==> config.mk <==
export PLATFORM = sky130hd
export DESIGN_NAME = tick_capture
export DESIGN_NICKNAME = d
export VERILOG_FILES = /design/src/rtl/tick_capture_pkg.sv /design/src/rtl/tick_capture_ch.sv /design/src/rtl/tick_capture.sv
export SDC_FILE = /design/constraint.sdc
export NUM_CORES = 1
export LEC_CHECK = 0
export CAP_MARGIN = 20
export CORE_AREA = 4 4 127 129
export DETAILED_ROUTE_END_ITERATION = 8
export DIE_AREA = 0 0 131 133
export PLACE_DENSITY = 0.79
export SLEW_MARGIN = 5
export SYNTH_ARGS = -nofsm -noshare
export SYNTH_HDL_FRONTEND = slang
export SYNTH_SLANG_ARGS = --single-unit
==> constraint.sdc <==
create_clock -name clk -period 7.8 [get_ports clk]
set_input_delay 0.78 -clock clk [delete_from_list [all_inputs] [get_ports clk]]
set_output_delay 0.78 -clock clk [all_outputs]
set_load 0.02 [all_outputs]
==> src/rtl/tick_capture_pkg.sv <==
// Shared register map and CSR bit positions for tick_capture.
// Firmware headers are generated from these constants, so keep them in sync.
package tick_capture_pkg;

  // Word addresses, decoded on wb_addr[3:0]
  localparam logic [3:0] ADDR_CSR       = 4'h0;
  localparam logic [3:0] ADDR_TIME_CAP  = 4'h1;
  localparam logic [3:0] ADDR_TIME_LIVE = 4'h2;
  localparam logic [3:0] ADDR_CH_BASE   = 4'h8;

  // CSR bit positions
  localparam int CSR_EN      = 0;
  localparam int CSR_HW_EN   = 1;
  localparam int CSR_SW_CAP  = 2;
  localparam int CSR_IRQ_EN  = 3;
  localparam int CSR_PENDING = 8;
  localparam int CSR_OVERRUN = 9;
  localparam int CSR_SEQ_LSB = 16;
  localparam int SEQ_W       = 8;

endpackage

==> src/rtl/tick_capture_ch.sv <==
// One tick channel: free counter, optional last-capture baseline and the
// capture register. Capture samples the pre-increment counter, so a tick
// coincident with the capture lands in the next interval.
module tick_capture_ch #(
  parameter int CNT_W = 16,
  parameter bit DELTA = 1'b0
) (
  input  logic             clk,
  input  logic             rst,
  input  logic             en_i,
  input  logic             tick_i,
  input  logic             cap_ev_i,
  output logic [CNT_W-1:0] cap_o
);

  logic [CNT_W-1:0] cnt_q;
  logic [CNT_W-1:0] cap_q;
  logic [CNT_W-1:0] cap_d;

  // Tick counter, wraps modulo 2^CNT_W, holds while disabled
  always_ff @(posedge clk or posedge rst) begin
    if (rst)                cnt_q <= '0;
    else if (en_i && tick_i) cnt_q <= cnt_q + CNT_W'(1);
  end

  if (DELTA) begin : g_delta
    logic [CNT_W-1:0] last_q;
    // Baseline for the next delta is the value just reported against
    always_ff @(posedge clk or posedge rst) begin
      if (rst)           last_q <= '0;
      else if (cap_ev_i) last_q <= cnt_q;
    end
    assign cap_d = cnt_q - last_q;
  end else begin : g_abs
    assign cap_d = cnt_q;
  end

  // Capture register, loaded atomically with the other channels
  always_ff @(posedge clk or posedge rst) begin
    if (rst)           cap_q <= '0;
    else if (cap_ev_i) cap_q <= cap_d;
  end

  assign cap_o = cap_q;

endmodule

==> src/rtl/tick_capture.sv <==
// Tick-rate capture peripheral: Wishbone slave, CSR, time counter and
// capture sequencing around N_CH tick_capture_ch instances.
module tick_capture
  import tick_capture_pkg::*;
#(
  parameter int N_CH   = 2,
  parameter int CNT_W  = 16,
  parameter int TIME_W = 32,
  parameter bit DELTA  = 1'b0
) (
  input  logic            clk,
  input  logic            rst,
  input  logic [N_CH-1:0] ticks,
  input  logic            tick_cap,
  output logic            irq,
  input  logic [7:0]      wb_addr,
  output logic [31:0]     wb_rdata,
  input  logic [31:0]     wb_wdata,
  input  logic            wb_we,
  input  logic            wb_cyc,
  output logic            wb_ack
);

  logic              ack_q, wr_q;
  logic [3:0]        waddr_q;
  logic [31:0]       wdata_q, rdata_q, rdata_d;
  logic              en_q, hw_en_q, irq_en_q, pending_q, overrun_q, irq_q;
  logic [SEQ_W-1:0]  seq_q;
  logic [TIME_W-1:0] time_q, time_cap_q;
  logic [N_CH-1:0][CNT_W-1:0] cap;

  logic wr_csr, sw_cap, cap_ev, pend_clr, ovr_clr;

  // Writes act one edge after the ack cycle from the registered strobe
  assign wr_csr   = wr_q && (waddr_q == ADDR_CSR);
  assign sw_cap   = wr_csr && wdata_q[CSR_SW_CAP];
  assign pend_clr = wr_csr && wdata_q[CSR_PENDING];
  assign ovr_clr  = wr_csr && wdata_q[CSR_OVERRUN];
  assign cap_ev   = (tick_cap && hw_en_q) || sw_cap;

  // Bus handshake: one wait state, registered write strobe and read data
  always_ff @(posedge clk or posedge rst) begin
    if (rst) begin
      ack_q   <= 1'b0;
      wr_q    <= 1'b0;
      waddr_q <= '0;
      wdata_q <= '0;
      rdata_q <= '0;
    end else begin
      ack_q <= wb_cyc && !ack_q;
      wr_q  <= wb_cyc && wb_we && !ack_q;
      if (wb_cyc && !ack_q) begin
        waddr_q <= wb_addr[3:0];
        wdata_q <= wb_wdata;
      end
      rdata_q <= (!wb_cyc || ack_q) ? 32'h0 : rdata_d;
    end
  end

  // Read mux; sampled before any coincident capture updates the registers
  always_comb begin
    rdata_d = '0;
    if (wb_addr[3:0] == ADDR_CSR) begin
      rdata_d[CSR_EN]                    = en_q;
      rdata_d[CSR_HW_EN]                 = hw_en_q;
      rdata_d[CSR_IRQ_EN]                = irq_en_q;
      rdata_d[CSR_PENDING]               = pending_q;
      rdata_d[CSR_OVERRUN]               = overrun_q;
      rdata_d[CSR_SEQ_LSB +: SEQ_W]      = seq_q;
    end else if (wb_addr[3:0] == ADDR_TIME_CAP) begin
      rdata_d[TIME_W-1:0] = time_cap_q;
    end else if (wb_addr[3:0] == ADDR_TIME_LIVE) begin
      rdata_d[TIME_W-1:0] = time_q;
    end else begin
      for (int k = 0; k < N_CH; k++)
        if (wb_addr[3:0] == ADDR_CH_BASE + 4'(k)) rdata_d[CNT_W-1:0] = cap[k];
    end
  end

  // CSR, time base, capture sequencing and interrupt
  always_ff @(posedge clk or posedge rst) begin
    if (rst) begin
      en_q       <= 1'b0;
      hw_en_q    <= 1'b0;
      irq_en_q   <= 1'b0;
      pending_q  <= 1'b0;
      overrun_q  <= 1'b0;
      irq_q      <= 1'b0;
      seq_q      <= '0;
      time_q     <= '0;
      time_cap_q <= '0;
    end else begin
      time_q <= time_q + TIME_W'(1);
      if (wr_csr) begin
        en_q     <= wdata_q[CSR_EN];
        hw_en_q  <= wdata_q[CSR_HW_EN];
        irq_en_q <= wdata_q[CSR_IRQ_EN];
      end
      if (cap_ev) begin
        time_cap_q <= time_q;
        seq_q      <= seq_q + SEQ_W'(1);
      end
      // A capture beats a coincident clear
      if (cap_ev)        pending_q <= 1'b1;
      else if (pend_clr) pending_q <= 1'b0;
      // Overrun only if the previous capture was left unacknowledged
      if (cap_ev && pending_q && !pend_clr) overrun_q <= 1'b1;
      else if (ovr_clr)                     overrun_q <= 1'b0;
      irq_q <= pending_q && irq_en_q;
    end
  end

  for (genvar k = 0; k < N_CH; k++) begin : g_ch
    tick_capture_ch #(.CNT_W(CNT_W), .DELTA(DELTA)) u_ch (
      .clk      (clk),
      .rst      (rst),
      .en_i     (en_q),
      .tick_i   (ticks[k]),
      .cap_ev_i (cap_ev),
      .cap_o    (cap[k])
    );
  end

  assign wb_ack   = ack_q;
  assign wb_rdata = rdata_q;
  assign irq      = irq_q;

  logic unused;
  assign unused = &{1'b0, wb_addr[7:4], wdata_q[31:10], wdata_q[7:4]};

endmodule

==> reports/qor.yml <==
yosys:
  ys_types: 40
  syn_avg_cell_area_sq_um: 12.5
  synth-simple-area-share: 0.128
  ys_ff_latch: 186
  synth-xor-area-share: 0.0756
  synth_compound_area_frac: 0.0389
  synth_top_family_by_area: "multiplexers"
  synthCells: 630
  synth_fa_ha_area_frac: 0.00635
  syn_area_sq_um: 7880
  synth_nets: 681
  ys_async_sr_fraction: 1.00
  yosysWarnings: 0
  synth-seq-area-share: 0.591
  synth_edf_count: 0
  synthMuxAreaShare: 0.139
  ys.flop_type: "dfrtp_1"
worst_setup_path:
  endpoint: "wb_rdata[2]$_DFF_PP0_"
  worstPathMaxFanout: 18
  cp_data_required_time_ns: 8.14
  crit_arrival_ns: 3.23
  end_kind: "flop"
  critPathLaunchType: "primary input"
  reg2reg_to: "time_cap_q[6]$_DFFE_PP0P_"
  r2r_cells: 3
  worstReg2RegStart: "waddr_q[1]$_DFFE_PP0P_"
  startpoint: "wb_addr[3]"
  critPathKind: "in -> reg"
  reg2reg_slack_ns: 5.38
die:
  core_sq_um: 15000
  rows: 45
  start_util: 0.524
  ios: 81
  die-height_microns: 133
  dieArea_sq_um: 17400
  dieWidth_microns: 131
global_routing:
  grt_pass1_wl_microns: 26200
  track_usage: 0.191
  antenna_found_initial: 0
  overflow: 0
  grt_pass1_vias: 5061
  grt_max_degree: 105
clock_tree:
  cts_resized: 0
  hold_buffers: 0
  clkLatencyLatePin_ns: 0.43
  cts.sinks: 186
  htreeDepth: 4
  cts_root_buffer: "clkbuf_16"
  cts.path.max_buffers: 2
  cts_tree: "built"
  clk_pin_slew_ns: 0.06
  cts_buffers: 17
  post_cts_buffers: 0
drt:
  dr.pass1.iters: 5
  drt_iter0_drc: 493
  routed_wirelength_microns: 15900
  postRouteAntennaNets: 0
  wl_per_cell_microns: 18.2
  vias_per_cell: 5.69
  drc_errors: 0
  route.vias.total: 4964
placed_design:
  place_hpwl_microns: 10100
  place_congestion: 0.790
  io_buffers: 50
  placed_cells: 841
finish:
  nFillCells: 1123
  ff_latch_area_sq_um: 4650
  fin_util: 0.611
  nets: 725
  area_growth_pct: 16.5
  drive_gt1_frac: 0.204
  diodes: 0
  multi_input_area_sq_um: 3080
  layout.cells.non_filler: 873
flow_run:
  max_cap_viol_count: 0
timing:
  final-hold-violation-count: 0
  final.period_utilization: 0.371
  fin_worst_skew_ns: 0.00733
  fmax_mhz: 346
  worst_pin_slew_ns: 0.999
  grt_setup_unrepaired: "false"
  max_slew_margin: 0.334
  finalSetupViolations: 0
  whs_ns: 0.477
  setup_tns_ns: 0
  fin_crit_ns: 2.89
  drv_slew: 0
outcome:
  status: "complete, no violations"
pwr:
  power_mw: 2.33
  ir_worst_vdd_v: 0.000181
  power_per_cell_area_nw_per_um2: 254
  static-leakage-power_nw: 4.18
worst_hold_path:
  min_path_type: "reg -> reg"
  hold_depth: 1
[routing by layer]
metal  wire length (microns)  track usage  vias up  share of wire
li1                        -            -     2292              -
met1                    7550        0.276     2549           0.47
met2                    7520        0.288       99           0.47
met3                     533       0.0379       24          0.034
met4                     303       0.0691        0          0.019
met5                       0            0        -              0
[flip-flops by register name (all words and copies together), names as in the netlist, 4 cells and up]
signal	count
wb_rdata	32
wdata_q	6
seq_q	8
time_cap_q	32
g_ch.u_ch.cap_d	32
g_ch.u_ch.cap_o	32
time_q	32
waddr_q	4
[area by class of cell]
class / count / area share
inverters: 10 / 0.00463
repair buffers: 54 / 0.0598
flip-flops and latches: 186 / 0.507
clock buffers: 24 / 0.0557
clock inverters: 6 / 0.0120
well taps: 188 / 0.0256
multi-input cells: 405 / 0.335
[worst max-delay path, stage by stage]
cell and delay, ns:
clkdlybuf4s50_1 0.58, nor3_1 0.69, and2_1 0.82, a222oi_1 0.17, nor2_1 0.19
[power breakdown]
part / switching (mW) / internal (mW) / total, mW
Sequential: 0.0857 / 1.06 / 1.14
Combinational: 0.145 / 0.150 / 0.295
Clock: 0.343 / 0.552 / 0.894
Total: 0.573 / 1.76 / 2.33
[how the worst min path moves through the flow]
stage                                                   from                                  to  slack (ns)
after floorplan           g_ch[1].u_ch.cap_d[15]$_DFFE_PP0P_  g_ch[1].u_ch.cap_d[15]$_DFFE_PP0P_        0.44
after global placement    g_ch[1].u_ch.cap_d[15]$_DFFE_PP0P_  g_ch[1].u_ch.cap_d[15]$_DFFE_PP0P_        0.45
after detailed placement  g_ch[1].u_ch.cap_d[15]$_DFFE_PP0P_  g_ch[1].u_ch.cap_d[15]$_DFFE_PP0P_        0.47
after CTS                 g_ch[1].u_ch.cap_d[15]$_DFFE_PP0P_  g_ch[1].u_ch.cap_d[15]$_DFFE_PP0P_        0.48
after global routing      g_ch[1].u_ch.cap_d[15]$_DFFE_PP0P_  g_ch[1].u_ch.cap_d[15]$_DFFE_PP0P_        0.49
final                     g_ch[1].u_ch.cap_d[15]$_DFFE_PP0P_  g_ch[1].u_ch.cap_d[15]$_DFFE_PP0P_        0.48
[cell families (layout without fill, tap and decap cells)]
kind of cell	after synthesis	in the layout
AO/OA/AOI/OAI	38	38
XOR/XNOR	68	68
adder cells (fa/ha/maj)	4	4
buffers and inverters	39	94
flip-flops	186	186
multiplexers	98	98
AND/OR/NAND/NOR	197	197
[stage by stage]
| stage | instance area, sq um | worst slack [ns] |
|---|---|---|
| 2_1_floorplan | 7880 | 1.96 |
| 3_3_place_gp | 8520 | 4.51 |
| 3_5_place_dp | 8520 | 4.43 |
| 4_1_cts | 9140 | 4.91 |
| 5_1_grt | 9180 | 4.70 |
| 6_report | 9180 | 4.91 |
[cell usage in the layout (no fill, tap or decap), types with 2 or more instances in the layout]
cell and count:
nand3_1 22, and3_1 4, clkbuf_16 17, a22oi_1 8, clkinvlp_4 2, xor2_1 19, dfrtp_1 186, a222oi_1 15
nor2_1 51, mux2_2 90, ha_1 4, nand4_1 22, clkdlybuf4s50_1 49, buf_4 2, and3_2 2, a21oi_1 9
nor3_1 5, and2_1 7, clkbuf_8 6, xnor2_1 49, inv_1 9, nor4_1 6, and4_1 5, nor3_2 4
mux2i_1 8, or2_2 2, nor3b_1 2, nand2_1 56, bufinv_16 3
[cells in the mapped netlist, drive strengths merged (3+ instances only)]
| master | count | area, sq um |
|---|---|---|
| and2 | 7 | 43.8 |
| nand4 | 23 | 150 |
| clkbuf | 14 | 53.8 |
| buf | 15 | 81.3 |
| ha | 4 | 50.1 |
| nor2 | 51 | 191 |
| nor3 | 9 | 65.1 |
| inv | 10 | 37.5 |
| mux2i | 8 | 80.1 |
| a21oi | 9 | 45.0 |
| and3 | 6 | 40.0 |
| a222oi | 15 | 150 |
| and4 | 5 | 43.8 |
| mux2 | 90 | 1010 |
| nand2 | 56 | 210 |
| nor4 | 8 | 71.3 |
| nor3b | 3 | 22.5 |
| xor2 | 19 | 166 |
| a22oi | 8 | 60.1 |
| nand3 | 22 | 110 |
| dfrtp | 186 | 4650 |
| xnor2 | 49 | 429 |
No activity file was read; power rests on OpenSTA's default activity.
